### config.mk
export PLATFORM = sky130hd
export DESIGN_NAME = stream_demux_1ton
export DESIGN_NICKNAME = d
export VERILOG_FILES = /design/src/rtl/stream_demux_1ton.sv
export SDC_FILE = /design/constraint.sdc
export NUM_CORES = 1
export LEC_CHECK = 0
export BUFFER_PORTS_ARGS = -buffer_cell sky130_fd_sc_hd__buf_2
export CORE_MARGIN = 5
export CORE_UTILIZATION = 37
export DETAILED_ROUTE_END_ITERATION = 12
export GPL_ROUTABILITY_DRIVEN = 0
export PLACE_DENSITY = 0.76
export SLEW_MARGIN = 20
export SYNTH_ARGS = -nofsm -noshare
export SYNTH_HDL_FRONTEND = slang
export SYNTH_SLANG_ARGS = --single-unit
### constraint.sdc
create_clock -name clk -period 1.6 [get_ports clk]
set_clock_uncertainty 0.1 [all_clocks]
set_input_delay 0.08 -clock clk [delete_from_list [all_inputs] [get_ports clk]]
set_output_delay 0.08 -clock clk [all_outputs]
set_load 0.1 [all_outputs]
### src/rtl/stream_demux_1ton.sv
// Registered 1-to-NOUT valid/ready demux: channel picked by in_sel on a packet's first beat and
// locked until in_last; one-entry output register, bad-channel packets discarded and counted.
module stream_demux_1ton #(
  parameter int WIDTH = 8,
  parameter int NOUT  = 4,
  parameter int SELW  = 2
) (
  input  logic                  clk,
  input  logic                  rst,
  input  logic                  in_valid,
  output logic                  in_ready,
  input  logic [WIDTH-1:0]      in_data,
  input  logic [SELW-1:0]       in_sel,
  input  logic                  in_last,
  output logic [NOUT-1:0]       out_valid,
  input  logic [NOUT-1:0]       out_ready,
  output logic [NOUT*WIDTH-1:0] out_data,
  output logic [NOUT-1:0]       out_last,
  output logic [7:0]            drop_cnt,
  output logic                  busy
);
  typedef enum logic [1:0] {IDLE, ROUTE, DROP} state_t;

  state_t           state;
  logic [SELW-1:0]  lock_ch;
  logic [SELW-1:0]  hold_ch;
  logic [WIDTH-1:0] hold_data;
  logic             hold_last;
  logic             hold_full;

  logic [NOUT-1:0]  ch_hit;
  logic [SELW-1:0]  dest;
  logic             sel_bad;
  logic             dropping;
  logic             drain;
  logic             accept;

  always_comb begin
    ch_hit = '0;
    for (int k = 0; k < NOUT; k++) begin
      ch_hit[k] = (hold_ch == SELW'(k));
    end
  end

  assign out_valid = hold_full ? ch_hit : '0;
  assign out_last  = (hold_full && hold_last) ? ch_hit : '0;

  // Non-addressed slices are forced to zero so only the live channel carries data.
  always_comb begin
    out_data = '0;
    for (int k = 0; k < NOUT; k++) begin
      out_data[k*WIDTH +: WIDTH] = out_valid[k] ? hold_data : '0;
    end
  end

  assign drain    = |(out_valid & out_ready);
  assign sel_bad  = (state == IDLE) && ({1'b0, in_sel} >= (SELW+1)'(NOUT));
  assign dropping = (state == DROP) || sel_bad;
  assign dest     = (state == IDLE) ? in_sel : lock_ch;
  assign in_ready = !rst && (dropping || !hold_full || drain);
  assign accept   = in_valid && in_ready;
  assign busy     = (state != IDLE) || hold_full;

  always_ff @(posedge clk) begin
    if (rst) begin
      state     <= IDLE;
      lock_ch   <= '0;
      hold_ch   <= '0;
      hold_data <= '0;
      hold_last <= 1'b0;
      hold_full <= 1'b0;
      drop_cnt  <= '0;
    end else begin
      // A drain and a routed accept in the same cycle simply reload the register.
      if (accept && !dropping) begin
        hold_data <= in_data;
        hold_ch   <= dest;
        hold_last <= in_last;
        hold_full <= 1'b1;
      end else if (drain) begin
        hold_full <= 1'b0;
      end

      if (accept) begin
        case (state)
          IDLE: begin
            if (sel_bad) begin
              if (drop_cnt != 8'hFF) drop_cnt <= drop_cnt + 8'd1;
              if (!in_last) state <= DROP;
            end else begin
              lock_ch <= in_sel;
              if (!in_last) state <= ROUTE;
            end
          end
          ROUTE, DROP: begin
            if (in_last) state <= IDLE;
          end
          default: state <= IDLE;
        endcase
      end
    end
  end
endmodule

==> out/qor.yml, run 1 <==
status:
  outcome: "complete, but fails checks"
  violations: "negative hold slack, negative setup slack"
setup_path:
  start_kind: "flip-flop"
  arrival_ns: 1.56
  cp_max_fo: 4
  crit_required_ns: 1.42
  critPathKind: "reg -> out"
  critPathCaptureType: "output pin"
clocking:
  cts.sinks: 13
  clk-insertion-delay-late_ns: 0.29
  numCtsBuffers: 3
  clock_path_buffers: 2
  path_clk_slew_ns: 0.08
  tritoncts: "built"
  cts_max_level: 1
  cts_root_buffer: "clkbuf_4"
sta:
  setup_viol: 40
  relSlewSlack_pct: 65.23
  rsz0062_at_grt: "true"
  final.period_utilization_pct: 108.7
  tightest_slew_ns: 0.5216
  slew_violations: 0
  holdWs_ns: -0.003920
  setup_slack_ns: -0.1395
  fin_crit_ns: 1.740
  max_clock_freq_mhz: 574.9
  hold_violations: 1
cells_and_area:
  diodes: 0
  fillers: 101
  fin_util_pct: 90.63
  layout.nets: 216
  areaGrowthSynthToFinish_pct: 131.9
  design_area_sq_um: 2286
  drive_above_1_share_pct: 64.97
grt:
  grt_pass1_vias: 1173
  grt_max_degree: 27
  antenna_found_initial: 0
  grt_usage_pct: 20.49
  grt_overflow: 0
  grt_pass1_wl_um: 5664
yosys:
  netlist_area_sq_um: 985.9
  ys_seq_elements: 13
  synth_top_cell_area_share_pct: 26.40
  post-synth-top-area-cell: "dfxtp_1"
  synthTopCellsByArea: "dfxtp_1 26%, and2_1 18%, nand2b_1 14%"
  yosysUniqueCellTypes: 19
  synth_cells: 118
  syn_avg_cell_area_sq_um: 8.355
  yosysWarnings: 0
  yosysSeqAreaShare_pct: 26.40
floorplanning:
  die_h_um: 61.62
  fp.coreArea_sq_um: 2522
  die_area_sq_um: 3797
  die_w_um: 61.62
  initial_core_util_pct: 39.09
  pin_count: 68
  num_rows: 18
place:
  dpl.hpwl_um: 2608
  postPlaceCellArea_sq_um: 2016
  port_buffers: 59
power_and_ir_drop:
  peakVddDrop_mv: 0.6805
  p_leak_nw: 1.006
  seqPwrFrac_pct: 33.7
  swShare_pct: 43.98
  p_sw_uw: 508.1
  power_density_nw_per_um2: 505.4
  p_comb_share_pct: 47.7
  finalPower_mw: 1.155
  power.internal_uw: 647.2
  power.share.clock_pct: 18.6
routing:
  drt-initial-drc-count: 38
  antenna_left: 0
  drc: 0
  vias: 1176
  dr.pass1.iters: 4
  wire_per_inst_um: 19.47
  wl_um: 4420
  viasPerCell: 5.181
worst_hold_path:
  hold_class: "in -> reg"
job:
  maxCapViolations: 0
[state kept, by name, summed over array words and instances (netlist names)]
signal / count
hold_data: 8
hold_last: 1
state: 1
hold_full: 1
lock_ch: 2
[final timing paths]
kind                           startpoint                      end  slack [ns]  cells past startpoint
hold / removal                    in_last   hold_last$_SDFFE_PP0P_      -0.004                      3
hold reg to reg   lock_ch[1]$_SDFFE_PP0P_  lock_ch[1]$_SDFFE_PP0P_        0.48                      2
setup / recovery  lock_ch[1]$_SDFFE_PP0P_                 in_ready       -0.14                      4
setup reg to reg  lock_ch[0]$_SDFFE_PP0P_    state[0]$_SDFFE_PP0P_       -0.08                      4
[synthesized netlist by cell type, drive strengths merged]
master  instances
buf             9
and2           29
clkbuf          7
and2b           2
and3           10
inv             1
nand2b         22
or2b            1
dfxtp          13
nor2            2
conb            1
mux2            1
or2             1
nor2b           2
mux2i          13
a221oi          4
[cell usage in the layout (no fill, tap or decap)]
master	netlist	routed
nor2b_4	0	1
buf_2	0	18
a221oi_2	1	1
and2b_2	2	2
nand2b_1	22	22
mux2i_1	13	10
inv_1	1	1
clkbuf_4	0	3
dfxtp_1	13	10
buf_6	1	4
or2b_1	1	1
mux2_4	1	1
dfxtp_2	0	3
clkbuf_1	7	1
mux2i_2	0	3
and3_4	0	10
buf_4	8	8
dlygate4sd3_1	0	11
or2_2	1	1
nor2b_1	2	1
conb_1	1	8
a221oi_4	0	1
and2b_4	0	2
and2_4	0	29
buf_12	0	41
a221oi_1	3	2
nor2_1	2	2
[power by group through the flow]
stage               Clock (mW)  Combinational, mW  Sequential (mW)
floorplan                    0              0.367            0.375
global placement             0              0.465            0.384
detailed placement           0              0.474            0.386
CTS                      0.201              0.513            0.382
global route             0.223              0.570            0.393
finish                   0.215              0.551            0.390
[cells by family (layout without fill, tap and decap cells)]
logic type      Yosys count  after routing  synth area share, %
buf+inv                  17             87                10.28
other cells               1              8               0.3803
flops                    13             13                26.40
mux                      14             14                14.72
simple gates             69             71                44.04
compound gates            4              4                4.188
[repair_timing]
item,4_1_cts,5_1_grt
pin swaps,1,1
gates resized for setup,12,16
hold buffers,11,0
endpoints found under the setup margin,42,53
gates cloned,2,1
setup buffers,3,1
hold endpoints to repair,11,0
[layout make-up]
class	instances	area [sq um]	share of cell area, %
clock buffers	4	26.28	1.149
inverters	1	3.754	0.1642
multi-input cells	97	828.3	36.23
flip-flops and latches	13	264.0	11.55
well taps	30	37.54	1.642
repair buffers	82	1126	49.26
[layer usage]
metal	up-vias	part of all wire (%)	track usage, %	routed length [um]
li1	527	-	-	-
met4	0	4.6	6.061	204
met1	551	37	22.21	1631
met5	-	0	0	0
met2	81	51	40.51	2240
met3	17	7.8	2.516	343
[through the flow]
stage / setup slack [ns] / std cells / setup TNS [ns]
final: -0.1395 / 227 / -1.274
after global routing: -0.1703 / 227 / -3.528
after CTS: -0.05675 / 225 / -0.05675
after detailed placement: -0.002570 / 205 / -0.002570
after global placement: 0.1016 / 205 / 0
after floorplan: -0.1190 / 125 / -0.1687
[critical path, cell delays in order, from the launching register on]
cell and delay (ns):
dfxtp_2 0.36, and2_4 0.19, buf_4 0.15, a221oi_4 0.34, buf_12 0.22
(Power assumes the default switching activity.)
==> run 2, diff against run 1 <==
- ABC_AREA: unset -> 1
- CORE_MARGIN: 5 -> 2
- CORE_UTILIZATION: 37 -> 34
- PLACE_DENSITY: 0.76 -> 0.74
==> out/qor.yml, run 2 <==
status:
  outcome: "complete, but fails checks"
  violations: "negative setup slack"
routing:
  drt-initial-drc-count: 85
  dr.pass1.iters: 6
  viasPerCell: 5.522
  wl_um: 4993
  antenna_left: 0
  wire_per_inst_um: 20.21
  drc: 0
  vias: 1364
grt:
  grt_overflow: 0
  grt_max_degree: 15
  antenna_found_initial: 0
  grt_usage_pct: 30.15
  grt_pass1_vias: 1137
  grt_pass1_wl_um: 6058
sta:
  slew_violations: 0
  setup_slack_ns: -0.1245
  rsz0062_at_grt: "true"
  setup_viol: 25
  max_clock_freq_mhz: 579.9
  fin_crit_ns: 1.725
  final.period_utilization_pct: 107.8
  hold_violations: 0
cells_and_area:
  top_register: "hold_data"
  regArea_sq_um: 271.5
  design_area_sq_um: 2283
  layout.nets: 236
  reg_top3: "hold_data: 8 flops, lock_ch: 2 flops"
  largest_reg_flops: 8
  final_common_cell: "buf_12"
  diodes: 0
  multi_input_area_sq_um: 738.2
  fillers: 65
  areaGrowthSynthToFinish_pct: 172.0
  drive_above_1_share_pct: 59.45
  most-common-layout-cells: "40 x buf_12, 33 x nor2_4, 18 x nand2_1, 18 x nand3_1, 18 x buf_2"
setup_path:
  arrival_ns: 1.54
  critPathMaxStageDelay_ns: 0.40
  critPathKind: "reg -> out"
  crit_buf_inv: 4
  cp_max_fo: 5
  path_cells: "inv_6 > nor3_4 > buf_6 > inv_8 > nor2_4 > buf_12"
  critPathCaptureType: "output pin"
  start_kind: "flip-flop"
  critPathSlowestCell: "dfxtp_4"
  crit_family: "buffers and inverters"
  crit_required_ns: 1.42
power_and_ir_drop:
  seqPwrFrac_pct: 33.3
  swShare_pct: 48.29
  power_density_nw_per_um2: 494.4
  peakVddDrop_mv: 0.8822
  power.internal_uw: 583.7
  p_leak_nw: 0.9049
  power.share.clock_pct: 19.0
  p_sw_uw: 545.1
  p_comb_share_pct: 47.7
  finalPower_mw: 1.129
yosys:
  synth_top_cell_area_share_pct: 31.00
  ys_seq_elements: 13
  yosysSeqAreaShare_pct: 31.00
  synth_most_common_cell: "nor2_1"
  yosysWarnings: 0
  async_reset_ff_share_pct: 0
  synth_edf_count: 0
  post-synth-top-area-cell: "dfxtp_1"
  ys_top_cells_by_count: "42 x nor2_1, 18 x nand2_1, 18 x nand3_1"
  synth_cells: 137
  yosys_most_used_dff: "dfxtp_1"
  yosysUniqueCellTypes: 20
  syn_avg_cell_area_sq_um: 6.128
  synthTopCellsByArea: "dfxtp_1 31%, nor2_1 19%, nand3_1 11%"
  netlist_area_sq_um: 839.6
floorplanning:
  fp.coreArea_sq_um: 2410
  pin_count: 68
  num_rows: 18
  die_area_sq_um: 2883
  initial_core_util_pct: 34.84
  die_h_um: 53.69
  die_w_um: 53.69
place:
  postPlaceCellArea_sq_um: 1958
  port_buffers: 59
  preCtsSetupSlack_ns: 0.1251
  dpl.hpwl_um: 2722
clocking:
  clock_path_buffers: 2
  numCtsBuffers: 3
  clk-insertion-delay-late_ns: 0.28
  tritoncts: "built"
  path_clk_slew_ns: 0.08
  cts_root_buffer: "clkbuf_4"
  cts.sinks: 13
  cts_max_level: 1
worst_hold_path:
  hold_class: "in -> reg"
job:
  maxCapViolations: 0
[run 2: per-layer routing]
metal | up-vias | track usage (%) | routed length (um)
li1 | 570 | - | -
met1 | 651 | 36.36 | 1747
met2 | 128 | 49.80 | 2502
met3 | 15 | 7.778 | 648
met4 | 0 | 13.68 | 94
met5 | - | 0 | 0
[run 2: final timing paths]
path                                  start                        end  slack [ns]  depth (start not counted)
setup reg to reg     hold_full$_SDFFE_PP0P_  hold_data[6]$_SDFFE_PP0P_       -0.04                          8
setup / recovery    lock_ch[0]$_SDFFE_PP0P_               out_data[10]       -0.12                          6
hold / removal                      in_last     hold_last$_SDFFE_PP0P_        0.06                          3
hold reg to reg   hold_data[2]$_SDFFE_PP0P_  hold_data[2]$_SDFFE_PP0P_        0.40                          2
[run 2: worst reg2reg max path, stage by stage, from the launching register on]
cell and delay [ns]:
dfxtp_4 0.39, buf_4 0.13, nand2_1 0.08, nor2_2 0.26
a21oi_4 0.12, buf_4 0.15, buf_4 0.16, nand3_1 0.08
nand2_1 0.07
[run 2: logic make-up (layout without fill, tap and decap cells)]
family                 Yosys count  count (layout)  synth area share (%)
other                            1               8                0.4467
AND/OR/NAND/NOR                 87              87                 45.60
AO/OA/AOI/OAI                    4               4                 4.174
flip-flops                      13              13                 31.00
buffers and inverters           32             105                 18.78
[run 2: area by class of cell]
type / instances / share of cell area [%]
clock buffers: 4 / 1.151
inverters: 20 / 4.438
multi-input cells: 99 / 32.33
flip-flops and latches: 13 / 11.89
well taps: 30 / 1.644
repair buffers: 79 / 48.11
repair inverters: 2 / 0.4384
[run 2: power groups by stage]
stage | sequential, mW | clock (mW) | combinational [mW]
4_1_cts | 0.369 | 0.205 | 0.488
3_5_place_dp | 0.378 | 0 | 0.450
2_1_floorplan | 0.372 | 0 | 0.356
6_report | 0.375 | 0.215 | 0.538
5_1_grt | 0.377 | 0.229 | 0.553
3_3_place_gp | 0.375 | 0 | 0.438
[run 2: stage by stage]
| stage | hold WS [ns] | util, % | instances | setup TNS (ns) |
|---|---|---|---|---|
| floorplan | 0.04165 | - | 144 | -19.59 |
| global placement | 0.1998 | 81.26 | 223 | 0 |
| detailed placement | 0.2112 | 81.26 | 223 | 0 |
| CTS | 0.03567 | 90.55 | 246 | -0.2512 |
| global route | 0.06885 | 94.76 | 247 | -2.388 |
| finish | 0.05812 | 94.76 | 247 | -1.119 |
[run 2: timing repair]
item	CTS	global route
cloned	2	0
hold endpoints to repair	12	0
setup buffers	6	1
endpoints found under the setup margin	27	43
hold buffers	11	0
resized for setup	13	25
pin swaps	5	4
